### config.mk
export PLATFORM = sky130hd
export DESIGN_NAME = iter_adder
export DESIGN_NICKNAME = d
export VERILOG_FILES = /design/src/rtl/iter_add_pkg.sv /design/src/rtl/chunk_adder.sv /design/src/rtl/iter_adder.sv
export SDC_FILE = /design/constraint.sdc
export NUM_CORES = 1
export LEC_CHECK = 0
export BUFFER_PORTS_ARGS = -buffer_cell sky130_fd_sc_hd__buf_2
export CAP_MARGIN = 20
export CORE_UTILIZATION = 50
export DETAILED_ROUTE_END_ITERATION = 8
export HOLD_SLACK_MARGIN = 0.03
export PLACE_DENSITY = 0.76
export RECOVER_POWER = 50
export SYNTH_ARGS = -nofsm -noshare
export SYNTH_HDL_FRONTEND = slang
export SYNTH_SLANG_ARGS = --single-unit
### constraint.sdc
create_clock -name clk -period 3.6 [get_ports clk]
set_clock_uncertainty 0.2 [all_clocks]
set_input_delay 0.54 -clock clk [delete_from_list [all_inputs] [get_ports clk]]
set_output_delay 0.54 -clock clk [all_outputs]
set_load 0.05 [all_outputs]
### src/rtl/iter_add_pkg.sv
// Shared types and constants for the iterative adder: FSM states, saturation limits and
// slice-index sizing.
package iter_add_pkg;

   typedef enum logic [1:0] {StIdle, StRun, StDone} state_e;

   // Widest result the saturation helpers can describe.
   localparam int unsigned MaxWidth = 128;

   function automatic logic [MaxWidth-1:0] sat_max(input int unsigned width);
      logic [MaxWidth-1:0] r;
      r = '0;
      for (int unsigned i = 0; i + 1 < width; i++) r[i] = 1'b1;
      return r;
   endfunction

   function automatic logic [MaxWidth-1:0] sat_min(input int unsigned width);
      logic [MaxWidth-1:0] r;
      r = '0;
      r[width-1] = 1'b1;
      return r;
   endfunction

   function automatic int unsigned idx_width(input int unsigned nslices);
      return (nslices > 1) ? $clog2(nslices) : 1;
   endfunction

endpackage

### src/rtl/chunk_adder.sv
// Combinational CHUNK-bit adder with carry in/out; time-multiplexed across slices by the top.
module chunk_adder #(
   parameter int unsigned CHUNK = 8
) (
   input  logic [CHUNK-1:0] a,
   input  logic [CHUNK-1:0] b,
   input  logic             cin,
   output logic [CHUNK-1:0] s,
   output logic             cout
);

   assign {cout, s} = {1'b0, a} + {1'b0, b} + {{CHUNK{1'b0}}, cin};

endmodule

### src/rtl/iter_adder.sv
// Multi-cycle add/subtract with optional signed saturation, one CHUNK-bit slice per cycle,
// valid/ready handshakes on both sides.
module iter_adder
   import iter_add_pkg::*;
#(
   parameter int unsigned WIDTH = 32,
   parameter int unsigned CHUNK = 8
) (
   input  logic             clk,
   input  logic             rst_n,
   input  logic             in_valid,
   output logic             in_ready,
   input  logic [WIDTH-1:0] a,
   input  logic [WIDTH-1:0] b,
   input  logic             sub,
   input  logic             sat,
   output logic             out_valid,
   input  logic             out_ready,
   output logic [WIDTH-1:0] sum,
   output logic             carry_out,
   output logic             overflow
);

   localparam int unsigned N    = WIDTH / CHUNK;
   localparam int unsigned IdxW = idx_width(N);
   localparam logic [IdxW-1:0]  LastIdx = IdxW'(N - 1);
   localparam logic [WIDTH-1:0] SatMax  = WIDTH'(sat_max(WIDTH));
   localparam logic [WIDTH-1:0] SatMin  = WIDTH'(sat_min(WIDTH));

   if (CHUNK == 0 || WIDTH % CHUNK != 0) begin : g_bad_chunk
      $error("iter_adder: WIDTH must be a non-zero multiple of CHUNK");
   end
   if (WIDTH > MaxWidth) begin : g_bad_width
      $error("iter_adder: WIDTH exceeds MaxWidth");
   end

   state_e           state_q;
   logic [WIDTH-1:0] a_q, b_q, sum_q;
   logic [IdxW-1:0]  idx_q;
   logic             c_q, sat_q, carry_q, ovf_q;

   logic [CHUNK-1:0] slice_s;
   logic             slice_c;
   logic [WIDTH-1:0] res_next;
   logic             ovf_next;

   chunk_adder #(
      .CHUNK (CHUNK)
   ) u_chunk_adder (
      .a    (a_q[idx_q*CHUNK +: CHUNK]),
      .b    (b_q[idx_q*CHUNK +: CHUNK]),
      .cin  (c_q),
      .s    (slice_s),
      .cout (slice_c)
   );

   // Operands are held unshifted, so their sign bits stay visible for the overflow test.
   always_comb begin
      res_next = sum_q;
      res_next[idx_q*CHUNK +: CHUNK] = slice_s;
      ovf_next = (a_q[WIDTH-1] == b_q[WIDTH-1]) && (res_next[WIDTH-1] != a_q[WIDTH-1]);
   end

   always_ff @(posedge clk or negedge rst_n) begin
      if (!rst_n) begin
         state_q <= StIdle;
         a_q     <= '0;
         b_q     <= '0;
         sum_q   <= '0;
         idx_q   <= '0;
         c_q     <= 1'b0;
         sat_q   <= 1'b0;
         carry_q <= 1'b0;
         ovf_q   <= 1'b0;
      end else begin
         case (state_q)
            StIdle: begin
               if (in_valid) begin
                  a_q     <= a;
                  b_q     <= sub ? ~b : b;
                  sat_q   <= sat;
                  c_q     <= sub;
                  idx_q   <= '0;
                  state_q <= StRun;
               end
            end
            StRun: begin
               sum_q <= res_next;
               c_q   <= slice_c;
               idx_q <= idx_q + 1'b1;
               if (idx_q == LastIdx) begin
                  idx_q   <= '0;
                  carry_q <= slice_c;
                  ovf_q   <= ovf_next;
                  state_q <= StDone;
                  if (sat_q && ovf_next) sum_q <= a_q[WIDTH-1] ? SatMin : SatMax;
               end
            end
            StDone: begin
               if (out_ready) state_q <= StIdle;
            end
            default: state_q <= StIdle;
         endcase
      end
   end

   assign in_ready  = (state_q == StIdle);
   assign out_valid = (state_q == StDone);
   assign sum       = sum_q;
   assign carry_out = carry_q;
   assign overflow  = ovf_q;

endmodule

==> flow_summary.toml, run 1 <==
[worst_setup_path]
cp.required_ns = 3.65
worst_setup_path_start_kind = "register"
crit_chain = "buf_12 -> mux4_2 -> ha_1 -> and2_4 -> or4_4 -> o21ai_4 -> o31a_4 -> nand2b_4 -> o2bb2ai_1"
reg2reg_slack_ns = 0.21
crit_path_max_fanout = 31
cp-end-kind = "register"
arrival_ns = 3.44
worstSetupPathType = "register to register"
slowest_stage = "mux4_2"
startpoint = "idx_q[0]"
timing.rr.end = "sum[20]"
crit-reg2reg-launch = "idx_q[0]"
setup.worst_path.end = "sum[20]"
cp_slowest_stage_delay_ns = 0.52
r2r_cells = 9

[clocking]
clk_path_buf_depth = 2
path_clk_slew_ns = 0.11
cts_root_buf = "clkbuf_8"
clk_latency_ns = 0.37
numCtsBuffers = 9
cts.htree.levels = 3
cts.sinks = 104
cts_tree = "built"
post_cts_buffers = 0

[power_and_ir_drop]
p_clk_frac = 0.116
p_per_area_nw_per_um2 = 1069
switching_share = 0.4927
switchingPower_mw = 3.293
p_int_mw = 3.390
p_comb_frac = 0.591
p_total_mw = 6.682
power_leakage_nw = 2.930
ir_drop_v = 0.0005352
seqPwrFrac = 0.294

[die]
io_pins = 106
core-area_sq_um = 10370
initial_core_util = 0.5169
die_h_um = 105.5
fp.dieW_um = 105.5
rows = 37
die_area_sq_um = 11140

[logic_synthesis]
netlist.area_leader.share = 0.4855
avgSynthCellArea_sq_um = 10.15
synthArstFlopShare = 1.000
synth_nets = 613
synth_enable_flop_cells = 0
synth_ff_type = "dfrtp_1"
synthTopCellsByArea = "dfrtp_1 49%, nand2_1 10%, mux4_2 6.7%"
synth.ff_latch_count = 104
yosys_warnings = 0
seq_area_frac_synth = 0.4855
netlist_area_sq_um = 5360
syn_inst = 528
synth_cell_types = 44
synth.largest_area_cell = "dfrtp_1"

[global_route]
grt_pass1_vias = 4165
grt_pass1_wl_mm = 20.31
antenna_found_initial = 0
grt_start_max_net_pins = 87
grtUsageTotal = 0.2326
grt-ovfl-total = 0

[sta]
min_period_over_period = 0.9419
setup-tns-final_ns = 0
worst_pin_slew_ns = 0.8998
drv_slew = 0
finalSetupViolations = 0
fin_crit_ns = 3.391
rsz0062_at_grt = "no"
slew_headroom = 0.4002
fmax_ghz = 0.2949
hold_viol = 0

[cells_and_area]
antenna_cells = 0
drive_above_1_share = 0.2381
stdcell_area_sq_um = 6248
nNetsFinal = 710
fillers = 924
areaGrowthSynthToFinish_pct = 16.57

[worst_hold_path]
hold_depth = 3
hold_class = "primary input to register"

[place]
place.gp.congestion = 0.8667
hpwlAfterDp_mm = 8.440
io_buffers = 105
placed_cell_area_sq_um = 6016

[detailed_routing]
via_per_inst = 5.384
drcViolationCount = 0
dr.pass1.iters = 5
ant_nets = 0
top_layer_used = "met4"
wl_met3_um = 683
via_count = 4124
avgRoutedWirePerCell_um = 15.43
wl_met1_mm = 5.228
wl_mm = 11.82
dr_wl_met2_mm = 5.755
drtIter0Drc = 192

[job]
cap_violations = 0

[outcome]
status = "completed"
## cells in the final DEF (no fill, tap or decap), types with 3 or more instances in the layout
master     Yosys  final
nand2_1      145    144
dfrtp_1      104    104
buf_2          3     87
o21ai_0       38     38
xnor2_1       36     35
o2bb2ai_1     25     25
a22oi_1       20     20
clkbuf_1      20     20
nor2_1        18     18
mux4_2        16     16
a21oi_1       17     16
ha_1          13     13
inv_1          9      9
o21ai_2        9      9
clkbuf_8       0      9
buf_4          3      6
nand2b_1       5      5
nor3_1         5      4
o21ai_1        3      3
inv_8          0      3
## Yosys cell counts, types with 2 or more instances
cell type	instances
buf_1	3
a21o_1	2
nand4_1	2
dfrtp_1	104
o21ai_2	9
buf_6	3
ha_1	13
nand2_1	145
nand3_1	2
nor2_1	18
clkbuf_1	20
nor3_1	5
buf_4	3
nand2b_1	5
and3_1	2
o21ai_1	3
a21oi_1	17
fa_1	2
xnor2_1	36
and2_1	2
inv_1	9
and4_1	2
nor4b_1	2
o21ai_0	38
o31ai_1	2
mux4_2	16
buf_2	3
a22oi_1	20
o2bb2ai_1	25
## power groups by stage
stage                     combinational (mW)  sequential [mW]  clock (mW)
final                                   3.95             1.96       0.773
after global routing                    4.31             2.02       0.836
after CTS                               3.93             1.96       0.783
after detailed placement                3.90             1.98           0
after global placement                  3.78             1.96           0
after floorplan                         2.50             2.36           0
## critical path, delay by kind of cell, from the launching register on
| kind | cells | cell delay, ns |
|---|---|---|
| AOI/OAI and AO/OA | 3 | 0.52 |
| adders and majority gates | 1 | 0.39 |
| buffers and inverters | 1 | 0.19 |
| DFF | 1 | 0.39 |
| muxes | 1 | 0.52 |
| and+or+nand+nor | 3 | 1.04 |
## cell type report
type,instances,area [sq um],area share
clock buffers,9,123.9,0.01982
clock inverters,7,88.84,0.01422
inverters,9,33.78,0.005406
multi-input cells,383,2585,0.4137
flip-flops and latches,104,2603,0.4165
well taps,136,170.2,0.02723
repair buffers,118,644.4,0.1031
## metrics by stage
step           std cells  hold WS, ns  utilization  setup slack [ns]
2_1_floorplan        528      0.04441            -            0.1062
3_3_place_gp         748       0.2528       0.5801            0.2891
3_5_place_dp         748       0.2573       0.5801            0.1805
4_1_cts              764       0.1403       0.6006           0.08831
5_1_grt              766       0.1492       0.6026           0.06105
6_report             766       0.1475       0.6026            0.2093
## registers in the layout, indices dropped and copies added (netlist names)
| signal | count |
|---|---|
| carry_out | 1 |
| overflow | 1 |
| c_q | 1 |
| a_q | 32 |
| sat_q | 1 |
| state_q | 2 |
| b_q | 32 |
| idx_q | 2 |
| sum | 32 |
## kinds of logic (layout without fill, tap and decap cells)
| family | count (synthesis) | in the layout | share of synthesized area |
|---|---|---|---|
| adders and majority gates | 15 | 15 | 0.03782 |
| DFF | 104 | 104 | 0.4855 |
| AOI/OAI and AO/OA | 125 | 125 | 0.1641 |
| xor gates and xnor gates | 37 | 37 | 0.06046 |
| muxes | 16 | 16 | 0.06723 |
| and+or+nand+nor | 190 | 190 | 0.1492 |
| buffers and inverters | 41 | 143 | 0.03571 |
## per-layer routing
layer / vias up / global-route usage
li1: 2025 / -
met1: 1955 / 0.3123
met2: 128 / 0.3830
met3: 16 / 0.04824
met4: 0 / 0.06944
met5: - / 0
## timing repair
action / in CTS / in global routing
setup endpoints to repair: 0 / 3
hold buffers: 0 / 1
resized for setup: 0 / 3
endpoints found under the hold margin: 0 / 10
## worst min path at each step
stage | startpoint | to | slack, ns
2_1_floorplan | rst_n | a_q[0] | 0.04
3_3_place_gp | a_q[17] | a_q[17] | 0.25
3_5_place_dp | a_q[16] | a_q[16] | 0.26
4_1_cts | a[30] | a_q[30] | 0.14
5_1_grt | a[11] | a_q[11] | 0.15
6_report | a[30] | a_q[30] | 0.15
(Power assumes the default switching activity.)
==> inputs of run 2 (changes only) <==
==> constraint.sdc (replaced) <==
create_clock -name clk -period 3.6 [get_ports clk]
set_clock_uncertainty 0.2 [all_clocks]
set_input_delay 0.54 -clock clk [delete_from_list [all_inputs] [get_ports clk]]
set_output_delay 0.54 -clock clk [all_outputs]
set_load 0.1 [all_outputs]
==> run 2 against run 1 <==
Worst hold slack better by 0.0025 ns. Critical endpoint is now sum[24]. Critical path type unchanged. Cell count stayed put. Utilization stayed put. Maximum frequency is 0.27% higher.
==> flow_summary.toml, run 2 (synthesis gave the netlist of run 1 again) <==
[detailed_routing]
via_count = 4126
drtIter0Drc = 192
ant_nets = 0
avgRoutedWirePerCell_um = 15.38
via_per_inst = 5.386
drcViolationCount = 0
wl_mm = 11.78
dr.pass1.iters = 5

[outcome]
status = "completed"

[place]
place_inst = 748
hpwlAfterDp_mm = 8.440
placed_cell_area_sq_um = 6016
io_buffers = 105
place.gp.congestion = 0.8667

[worst_setup_path]
cp-end-kind = "register"
worst_setup_path_start_kind = "register"
startpoint = "idx_q[0]"
cp.required_ns = 3.65
crit-reg2reg-launch = "idx_q[0]"
crit_path_max_fanout = 31
worstSetupPathType = "register to register"
arrival_ns = 3.43

[cells_and_area]
areaGrowthSynthToFinish_pct = 16.57
layout_common_cells = "145 x nand2_1, 104 x dfrtp_1, 89 x buf_2, 38 x o21ai_0, 35 x xnor2_1"
antenna_cells = 0
nNetsFinal = 710
fillers = 923
drive_above_1_share = 0.2397
stdcell_area_sq_um = 6248
layout_commonest_cell = "nand2_1"
fin_cells = 766

[clocking]
cts_tree = "built"
numCtsBuffers = 9
post_cts_buffers = 0
clk_path_buf_depth = 2
clk_latency_ns = 0.37
cts.htree.levels = 3
cts_root_buf = "clkbuf_8"
path_clk_slew_ns = 0.11
cts.sinks = 104

[sta]
fmax_ghz = 0.2957
drv_slew = 0
worst_pin_slew_ns = 1.445
fin_crit_ns = 3.382
finalSetupViolations = 0
hold_viol = 0
min_period_over_period = 0.9394
setup-tns-final_ns = 0
rsz0062_at_grt = "no"
slew_headroom = 0.03412

[die]
fp.dieW_um = 105.5
initial_core_util = 0.5169
io_pins = 106
rows = 37
die_h_um = 105.5
core-area_sq_um = 10370
die_area_sq_um = 11140

[worst_hold_path]
hold_class = "primary input to register"
hp-start = "a[30]"

[global_route]
grtUsageTotal = 0.2326
antenna_found_initial = 0
grt_pass1_vias = 4165
grt-ovfl-total = 0
grt_pass1_wl_mm = 20.31
grt_start_max_net_pins = 87

[job]
cap_violations = 0
## run 2: path summary, 6_finish.rpt
path	slack, ns	to	cells past startpoint
setup / recovery	0.22	sum[24]	9
hold / removal	0.15	a_q[30]	3
setup reg to reg	0.22	sum[24]	9
hold reg to reg	0.28	a_q[16]	2
max in group asynchronous	1.36	sum[25]	4
min in group asynchronous	0.53	state_q[1]	2
## run 2: final cells by class
class                   count  area [sq um]  share of cell area
flip-flops and latches    104          2603              0.4165
multi-input cells         383          2582              0.4133
repair buffers            118         646.9              0.1035
well taps                 136         170.2             0.02723
clock buffers               9         123.9             0.01982
clock inverters             7         88.84             0.01422
inverters                   9         33.78            0.005406
## run 2: metrics by stage
stage | hold WS, ns | util | setup slack, ns
6_report | 0.1500 | 0.6026 | 0.2183
5_1_grt | 0.1492 | 0.6026 | 0.06105
4_1_cts | 0.1403 | 0.6006 | 0.08831
3_5_place_dp | 0.2573 | 0.5801 | 0.1805
3_3_place_gp | 0.2528 | 0.5801 | 0.2891
2_1_floorplan | 0.04441 | - | 0.1062
## run 2: repair_timing
item / in CTS / in global routing
hold buffers: 0 / 1
gates resized for setup: 0 / 3
setup endpoints to repair: 0 / 3
hold endpoints to repair: 0 / 10
## run 2: critical path, stage by stage (launching register included)
cell and delay (ns):
dfrtp_1 0.38, buf_12 0.19, mux4_2 0.52, ha_1 0.39, and2_4 0.19, or4_4 0.49
o21ai_4 0.21, o31a_4 0.19, nand2b_4 0.36, o21ai_1 0.12
## run 2: metal layers
metal	part of all wire	GRT usage	vias to the layer above	wire length, um
li1	-	-	2023	-
met1	0.44	0.3123	1953	5220
met2	0.49	0.3830	134	5735
met3	0.056	0.04824	16	665
met4	0.013	0.06944	0	157
met5	0	0	-	0
Power of run 2 is left out: the tool's default activity adds up to more than one toggle a clock period on the data nets, which glitch-free logic cannot reach.
